[src/rtl/div_iter_if.sv]
// Start/done handshake between the execute stage and the iterative divider.
// The execute stage drives the operands; the divider returns the result and flags.
interface div_iter_if #(
    parameter int N = 64
);
    logic             start;
    logic [N-1:0]     dividend;
    logic [N/2-1:0]   divisor;
    logic             busy;
    logic             done;
    logic [N/2-1:0]   q;
    logic [N/2-1:0]   r;
    logic             dz;
    logic             ovf;

    modport master (
        output start, dividend, divisor,
        input  busy, done, q, r, dz, ovf
    );

    modport slave (
        input  start, dividend, divisor,
        output busy, done, q, r, dz, ovf
    );
endinterface

[src/rtl/div_iter.sv]
// Restoring unsigned divider, N-bit dividend by N/2-bit divisor, one quotient bit per cycle.
// Divide-by-zero and quotient overflow are resolved at accept time without iterating.
module div_iter #(
    parameter int N = 64
) (
    input  logic       clk,
    input  logic       rst_n,
    div_iter_if.slave  bus
);
    localparam int H  = N / 2;
    localparam int CW = $clog2(H + 1);

    localparam logic [1:0] IDLE = 2'd0;
    localparam logic [1:0] CALC = 2'd1;
    localparam logic [1:0] DONE = 2'd2;

    logic [1:0]    state_q, state_d;
    // The top bit of R is always zero between iterations (R < divisor), so only H bits are kept.
    logic [H-1:0]  rem_q, rem_d;
    logic [H-1:0]  sh_q, sh_d;
    logic [H-1:0]  dvs_q, dvs_d;
    logic [CW-1:0] cnt_q, cnt_d;
    logic [H-1:0]  q_q, q_d;
    logic [H-1:0]  r_q, r_d;
    logic          dz_q, dz_d;
    logic          ovf_q, ovf_d;

    logic [H:0]    trial;
    logic          ge;
    logic [H-1:0]  rem_nxt;
    logic [H-1:0]  sh_nxt;
    logic [H-1:0]  hi;
    logic [H-1:0]  lo;

    assign hi = bus.dividend[N-1:H];
    assign lo = bus.dividend[H-1:0];

    always_comb begin
        trial   = {rem_q, sh_q[H-1]};
        ge      = trial >= {1'b0, dvs_q};
        // Low H bits of the difference are exact because the result is below the divisor.
        rem_nxt = ge ? (trial[H-1:0] - dvs_q) : trial[H-1:0];
        sh_nxt  = {sh_q[H-2:0], ge};
    end

    always_comb begin
        state_d = state_q;
        rem_d   = rem_q;
        sh_d    = sh_q;
        dvs_d   = dvs_q;
        cnt_d   = cnt_q;
        q_d     = q_q;
        r_d     = r_q;
        dz_d    = dz_q;
        ovf_d   = ovf_q;
        case (state_q)
            IDLE: begin
                if (bus.start) begin
                    if (bus.divisor == '0) begin
                        q_d     = '1;
                        r_d     = lo;
                        dz_d    = 1'b1;
                        ovf_d   = 1'b0;
                        state_d = DONE;
                    end else if (hi >= bus.divisor) begin
                        q_d     = '1;
                        r_d     = lo;
                        dz_d    = 1'b0;
                        ovf_d   = 1'b1;
                        state_d = DONE;
                    end else begin
                        rem_d   = hi;
                        sh_d    = lo;
                        dvs_d   = bus.divisor;
                        cnt_d   = CW'(H);
                        state_d = CALC;
                    end
                end
            end
            CALC: begin
                rem_d = rem_nxt;
                sh_d  = sh_nxt;
                cnt_d = cnt_q - 1'b1;
                // Results are published only on entry to DONE so they stay stable while iterating.
                if (cnt_q == CW'(1)) begin
                    q_d     = sh_nxt;
                    r_d     = rem_nxt;
                    dz_d    = 1'b0;
                    ovf_d   = 1'b0;
                    state_d = DONE;
                end
            end
            DONE:    state_d = IDLE;
            default: state_d = IDLE;
        endcase
    end

    always_ff @(posedge clk) begin
        if (!rst_n) begin
            state_q <= IDLE;
            rem_q   <= '0;
            sh_q    <= '0;
            dvs_q   <= '0;
            cnt_q   <= '0;
            q_q     <= '0;
            r_q     <= '0;
            dz_q    <= 1'b0;
            ovf_q   <= 1'b0;
        end else begin
            state_q <= state_d;
            rem_q   <= rem_d;
            sh_q    <= sh_d;
            dvs_q   <= dvs_d;
            cnt_q   <= cnt_d;
            q_q     <= q_d;
            r_q     <= r_d;
            dz_q    <= dz_d;
            ovf_q   <= ovf_d;
        end
    end

    assign bus.busy = (state_q != IDLE);
    assign bus.done = (state_q == DONE);
    assign bus.q    = q_q;
    assign bus.r    = r_q;
    assign bus.dz   = dz_q;
    assign bus.ovf  = ovf_q;
endmodule

[src/flat_wrapper.sv]
// flat-port wrapper written by rule: the top's interface ports become plain ports
module div_iter_flat 
#(
    parameter int N = 64
)
  (clk, rst_n, bus_start, bus_dividend, bus_divisor, bus_busy, bus_done, bus_q, bus_r, bus_dz, bus_ovf);
  div_iter_if #(.N(N)) bus_i ();
  input  logic clk;
  input  logic rst_n;
  input wire logic [$bits(bus_i.start)-1:0] bus_start;
  input wire logic [$bits(bus_i.dividend)-1:0] bus_dividend;
  input wire logic [$bits(bus_i.divisor)-1:0] bus_divisor;
  output wire logic [$bits(bus_i.busy)-1:0] bus_busy;
  output wire logic [$bits(bus_i.done)-1:0] bus_done;
  output wire logic [$bits(bus_i.q)-1:0] bus_q;
  output wire logic [$bits(bus_i.r)-1:0] bus_r;
  output wire logic [$bits(bus_i.dz)-1:0] bus_dz;
  output wire logic [$bits(bus_i.ovf)-1:0] bus_ovf;
  assign bus_i.start = bus_start;
  assign bus_i.dividend = bus_dividend;
  assign bus_i.divisor = bus_divisor;
  assign bus_busy = bus_i.busy;
  assign bus_done = bus_i.done;
  assign bus_q = bus_i.q;
  assign bus_r = bus_i.r;
  assign bus_dz = bus_i.dz;
  assign bus_ovf = bus_i.ovf;
  div_iter #(.N(N)) u_core (.clk(clk), .rst_n(rst_n), .bus(bus_i));
endmodule
[config.mk]
export PLATFORM = sky130hd
export DESIGN_NAME = div_iter_flat
export DESIGN_NICKNAME = d
export VERILOG_FILES = /design/src/rtl/div_iter_if.sv /design/src/rtl/div_iter.sv /design/src/flat_wrapper.sv
export SDC_FILE = /design/constraint.sdc
export NUM_CORES = 1
export LEC_CHECK = 0
export CELL_PAD_IN_SITES_DETAIL_PLACEMENT = 0
export CELL_PAD_IN_SITES_GLOBAL_PLACEMENT = 1
export CORE_ASPECT_RATIO = 0.9
export CORE_MARGIN = 2
export CORE_UTILIZATION = 40
export CTS_CLUSTER_SIZE = 14
export DETAILED_ROUTE_END_ITERATION = 10
export GPL_TIMING_DRIVEN = 0
export PLACE_DENSITY = 0.93
export SETUP_SLACK_MARGIN = 0.2
export SLEW_MARGIN = 20
export SYNTH_ARGS = -nofsm -noshare
export SYNTH_HDL_FRONTEND = slang
export SYNTH_SLANG_ARGS = --single-unit
[constraint.sdc]
create_clock -name clk -period 4 [get_ports clk]
set_input_delay 0.4 -clock clk [delete_from_list [all_inputs] [get_ports clk]]
set_output_delay 0.4 -clock clk [all_outputs]
set_load 0.01 [all_outputs]
# == Word-level counts from Yosys, hierarchy flattened ==
# Index checks and enable logic that the tools add are counted.
# word_totals
inputBits,99
ff_bits,170
# op_classes
n_eq_ne,8
n_mux,37
addsub,2
reduce_logical,8
order_cmp,2
bitwise_logic,2
# op_table
cell,count
32-bit 2-to-1 mux,15
32-bit case mux with 2 select lines,4
33-bit by 32-bit >= comparator with 1-bit output,1
32-bit >= comparator,1
32-bit logical NOT,1
32-bit subtractor,1
6-bit 2-to-1 mux,3
6-bit case mux with 2 select lines,1
4-bit AND reduction,3
2-bit 2-to-1 mux,4
1-bit 2-to-1 mux,7
6-bit by 1-bit == test with 1-bit output (second input constant),1
2-bit != test (second input constant),3
6-bit by 1-bit subtractor with 6-bit output (second input constant),1
1-bit case mux with 2 select lines,2
2-bit case mux with 2 select lines,1
2-bit nonzero test,2
3-bit by 1-bit != test with 1-bit output (second input constant),1
2-bit by 1-bit == test with 1-bit output (second input constant),1
2-bit == test (second input constant),1
2-bit logical NOT,1
2-bit by 1-bit != test with 1-bit output (second input constant),1
1-bit NOT,2
2-bit AND reduction,1

# == Depth between registers and ports, before layout ==
# depth
ltp_word,5
ltp_mapped,13
ltp_nobuf,13

# == Worst setup path after synthesis ==
# No wires, ideal clock.
# synth_path
path_type,register to register
from,reg u_core.sh_q[31]
to,reg u_core.rem_q[30]
t_arrival_ns,2.855
path_buffers,0
slack_ns,1.042
stages_incl_launch_ff,14
path_cell_list,dfxtp_1 > inv_1 > ha_1 > inv_1 > fa_1 > a211oi_1 > o21bai_1 > a21oi_1 > nand2_1 > o41a_1 > a41oi_1 > xor2_1 > o211a_1 > a2111oi_2
# synth_via
elab_chain_len,3
word_cells_on_any_way,4
cone_classes,add/sub (1); order compare (1); mux (2)
# synth_rtl
item,line_no,source
from (decl),div_iter.sv:20,"logic [H-1:0] sh_q, sh_d;"
from (signal assigned),div_iter.sv:102,sh_q <= '0;
from (signal assigned),div_iter.sv:112,sh_q <= sh_d;
32-bit subtractor / 33-bit by 32-bit >= comparator with 1-bit output (equally long branches),"div_iter.sv:42, div_iter.sv:40",
32-bit 2-to-1 mux *,div_iter.sv:42,rem_nxt = ge ? (trial[H-1:0] - dvs_q) : trial[H-1:0];
32-bit case mux with 2 select lines *,div_iter.sv:56,case (state_q)
to (signal assigned),div_iter.sv:111,rem_q <= rem_d;
to (decl),div_iter.sv:19,"logic [H-1:0] rem_q, rem_d;"
# Mark *: on every way between the ends. The rest lies on a longest branch, timed or not.
# A chain may end at the register's enable or synchronous reset.

# == Worst setup path in the final report ==
# layout_path
from,in bus_divisor[0]
to,"reg u_core.q_q[28], in the netlist u_core.bus.q[28]"
# layout_via
elab_chain_len,4
word_cells_on_any_way,7
cone_classes,order compare (1); eq/ne (1); mux (3); reduce/logical (2)
# layout_rtl
item,line_no,source
from (decl),flat_wrapper.sv:12,input wire logic [$bits(bus_i.divisor)-1:0] bus_divisor;
branches (longest 4 deep; another with 32-bit >= comparator),n/a,
to (signal assigned),div_iter.sv:115,q_q <= q_d;
to (decl),div_iter.sv:23,"logic [H-1:0] q_q, q_d;"
# Parallel ways; which one is timed is not known. The select of a mux whose other input is x is not followed.

==> impl_metrics.ini <==
[synth]
async_flop_share = 0
synth_seq_cells = 170
synthCells = 1208
synth_warnings = 0
ys_types = 70
synth_edf_count = 0
netlist_area_um2 = 9950
yosys_most_used_dff = dfxtp_1
syn-num-nets = 1374
yosysSeqAreaShare = 0.342
syn_area_per_cell_um2 = 8.23

[worst_setup_path]
end_kind = register
r2r-end = u_core.rem_q[30]$_SDFFE_PN0P_
critPathMaxStageDelay_ns = 0.69
critical_path_required_ns = 4.36
r2r_cells = 13
path_class = input pin to register
regToRegSetupSlack_ns = 0.42
crit_slowest_cell = clkdlybuf4s50_1
cp_max_fo = 10
critPathBufInv = 4
critPathTopFamily = compound AO/OA/AOI/OAI gates
arrival_ns = 3.97
start_kind = input pin
crit_chain = clkdlybuf4s50_1, ha_1, nand2b_1, a21o_1, a211oi_1, o32ai_4, o311ai_4, a211oi_2, a21o_1, buf_2, clkbuf_4, buf_2, a211oi_1
r2r_start = u_core.sh_q[31]$_SDFFE_PN0P_

[route]
wire_per_inst_um = 20.9
wl_um = 35800
ant_nets = 0
drtPass1Iterations = 5
drtIter0Drc = 982
via_count = 9999
drc = 0
routed_via_density = 5.82

[sta]
fin_crit_sh = 0.903
finalHoldViolations = 0
setup_viol = 0
fin_worst_skew_ns = 0.0116
fin_crit_ns = 3.61
max_slew.worst_pin.slew_ns = 0.984
drv_slew = 0
slew_headroom = 0.344
fmax_ghz = 0.277
fin_ws_ns = 0.386
hold_ws_ns = 0.477
rsz0062_at_grt = false

[worst_hold_path]
hold_end = u_core.bus.ovf$_SDFFE_PN0P_
whs_path_depth = 2
hold_path.class = register to register
min_from = u_core.bus.ovf$_SDFFE_PN0P_

[cts]
cts.sinks = 170
clk_path_buf_depth = 2
ctsHoldBuffers = 0
cts_root_buffer = clkbuf_16
htreeDepth = 4
insertion_delay_ns = 0.45
cts_buffers = 17
clk_pin_slew_ns = 0.07
cts_tree = done

[die]
dieHeight_um = 154
start_util = 0.409
core_um2 = 24300
die_area_um2 = 26100
rows = 54
die_x_um = 170
io_pins = 167

[layout]
ff_latch_area_um2 = 3400
final_util = 0.521
fill_cells = 2332
multiInputGateArea_um2 = 5910
drive_gt1_frac = 0.0689
nNetsFinal = 1561
syn2layout_area_growth_pct = 27.4
stdcell_area_um2 = 12700

[placed_design]
portBuffers = 166
gp_congestion = 0.908
dpl.hpwl_um = 28300
pre_cts_ws_ns = -0.410
place_area_um2 = 12000

[pwr]
leakage_uw = 0.00530
powerDensity_nw_per_um2 = 524
ir_drop_uv = 298
power_uw = 6640

[status]
status = finished clean

[grt]
grt_pass1_vias = 9771
grt_usage = 0.274
grt_first_pass_wirelength_um = 55500
grt_max_degree = 20
grt_overflow_total = 0
antenna_found_initial = 0

[job]
drv_cap = 0
==> power breakdown <==
part           internal (uW)  switching (uW)  total (uW)
clock network            909             855        1760
logic                   1140            1680        2810
registers               1900             163        2060
total                   3950            2690        6640
==> flip-flops by register name, indices dropped and copies added, names as in the netlist <==
signal and cells:
u_core.state_q 2, u_core.bus.q 32, u_core.bus.r 32, u_core.sh_q 32, u_core.rem_q 32, u_core.bus.dz 1, u_core.cnt_q 6, u_core.bus.ovf 1
u_core.dvs_q 32
==> logic make-up (layout without fill, tap and decap cells) <==
kind of cell / count (synthesis) / after routing / share of synthesized area
XOR/XNOR: 27 / 27 / 0.0238
other: 0 / 1 / 0
flip-flops: 170 / 170 / 0.342
adder cells (fa/ha/maj): 67 / 67 / 0.0850
buffers and inverters: 158 / 358 / 0.0672
AND/OR/NAND/NOR: 373 / 373 / 0.167
multiplexers: 58 / 58 / 0.0589
AO/OA/AOI/OAI: 355 / 355 / 0.256
==> how the worst max path moves through the flow <==
stage | start | to | slack, ns | cells past startpoint
after detailed placement | bus_divisor[15] | u_core.bus.r[29]$_SDFFE_PN0P_ | -0.41 | 13
final | bus_divisor[0] | u_core.bus.q[28]$_SDFFE_PN0P_ | 0.39 | 13
after global routing | bus_divisor[15] | u_core.bus.q[31]$_SDFFE_PN0P_ | 0.20 | 13
after CTS | bus_divisor[0] | u_core.dvs_q[18]$_SDFFE_PN0P_ | 0.20 | 12
after floorplan | u_core.sh_q[31]$_SDFFE_PN0P_ | u_core.rem_q[30]$_SDFFE_PN0P_ | 1.04 | 13
after global placement | bus_divisor[15] | u_core.bus.r[26]$_SDFFE_PN0P_ | -0.41 | 13
==> synthesized netlist by cell type (all sizes together) (2+ instances only) <==
cell type,instances,share of area
inv,74,0.028
and3,9,0.0062
o211ai,23,0.017
a31o,2,0.0018
o22ai,22,0.014
or3,6,0.0038
mux2i,54,0.054
nand3b,2,0.0015
xor2,10,0.0088
a2111oi,11,0.018
dfxtp,170,0.34
clkbuf,52,0.020
o21bai,3,0.0023
ha,66,0.083
a21oi,85,0.044
a41oi,2,0.0018
and2,5,0.0031
or2,2,0.0013
o211a,4,0.0040
nor3,24,0.013
mux2,4,0.0045
nor4,10,0.0063
a31oi,7,0.0050
o41a,2,0.0023
nand3,17,0.0086
buf,32,0.020
xnor2,17,0.015
nand4,18,0.011
and4,2,0.0018
a211oi,102,0.079
nor2,186,0.070
o32ai,5,0.0044
a21o,36,0.027
o41ai,2,0.0018
nor2b,9,0.0057
nand2b,6,0.0038
o21ai,33,0.017
o311ai,2,0.0043
o221ai,2,0.0018
nand2,73,0.028
a21boi,2,0.0015
==> through the flow <==
step | TNS (ns) | std cells
after floorplan | 0 | 1208
after global placement | -30.59 | 1682
after detailed placement | -32.62 | 1682
after CTS | 0 | 1715
after global routing | 0 | 1716
final | 0 | 1717
==> layer usage <==
metal	vias to the layer above	track usage	wire length, um
li1	4758	-	-
met1	4754	0.386	16300
met2	427	0.437	16000
met3	60	0.0471	2680
met4	0	0.0631	748
met5	-	0	0
==> timing repair <==
item / 4_1_cts / 5_1_grt
setup endpoints to repair: 85 / 82
buffers inserted: 1 / 1
resized for setup: 1 / 5
pin swaps: 1 / 2
==> worst reg2reg max path, delay by kind of cell (launching register included) <==
kind / cells / cell delay [ns]
DFF: 1 / 0.32
AOI/OAI and AO/OA: 7 / 2.18
xor gates and xnor gates: 1 / 0.11
buffers and inverters: 2 / 0.13
and+or+nand+nor: 1 / 0.15
adders and majority gates: 2 / 0.59
==> area by class of cell <==
cell class              count  share of cell area
diodes                      1            0.000197
plain buffers              84              0.0312
inverters                  74              0.0219
well taps                 308              0.0304
multi-input cells         880               0.466
repair buffers            168               0.132
clock inverters            15              0.0155
flip-flops and latches    170               0.269
clock buffers              17              0.0336
==> layout by cell type (no fill, tap or decap), types with 5 or more instances in the layout <==
| cell type | netlist | routed |
|---|---|---|
| o21ai_0 | 30 | 30 |
| nand2b_1 | 6 | 6 |
| nand3_1 | 17 | 17 |
| xor2_1 | 10 | 10 |
| and3_1 | 8 | 8 |
| inv_1 | 74 | 74 |
| o22ai_1 | 22 | 22 |
| clkbuf_16 | 0 | 17 |
| nand2_1 | 73 | 73 |
| clkbuf_1 | 52 | 52 |
| buf_2 | 21 | 19 |
| nand4_1 | 18 | 18 |
| nor3_1 | 23 | 23 |
| nor2_1 | 185 | 185 |
| a2111oi_2 | 7 | 7 |
| and2_1 | 5 | 5 |
| xnor2_1 | 17 | 17 |
| a21oi_2 | 4 | 5 |
| a21oi_1 | 81 | 80 |
| ha_1 | 66 | 66 |
| dfxtp_1 | 170 | 170 |
| inv_8 | 0 | 6 |
| a21o_1 | 36 | 36 |
| a211oi_1 | 98 | 98 |
| mux2i_1 | 54 | 54 |
| clkdlybuf4s50_1 | 0 | 166 |
| o211ai_1 | 23 | 23 |
| a31oi_1 | 6 | 6 |
| nor4_1 | 10 | 10 |
| or3_1 | 6 | 6 |
| buf_4 | 5 | 7 |
| nor2b_1 | 9 | 9 |
No activity file was read; power rests on OpenSTA's default activity.
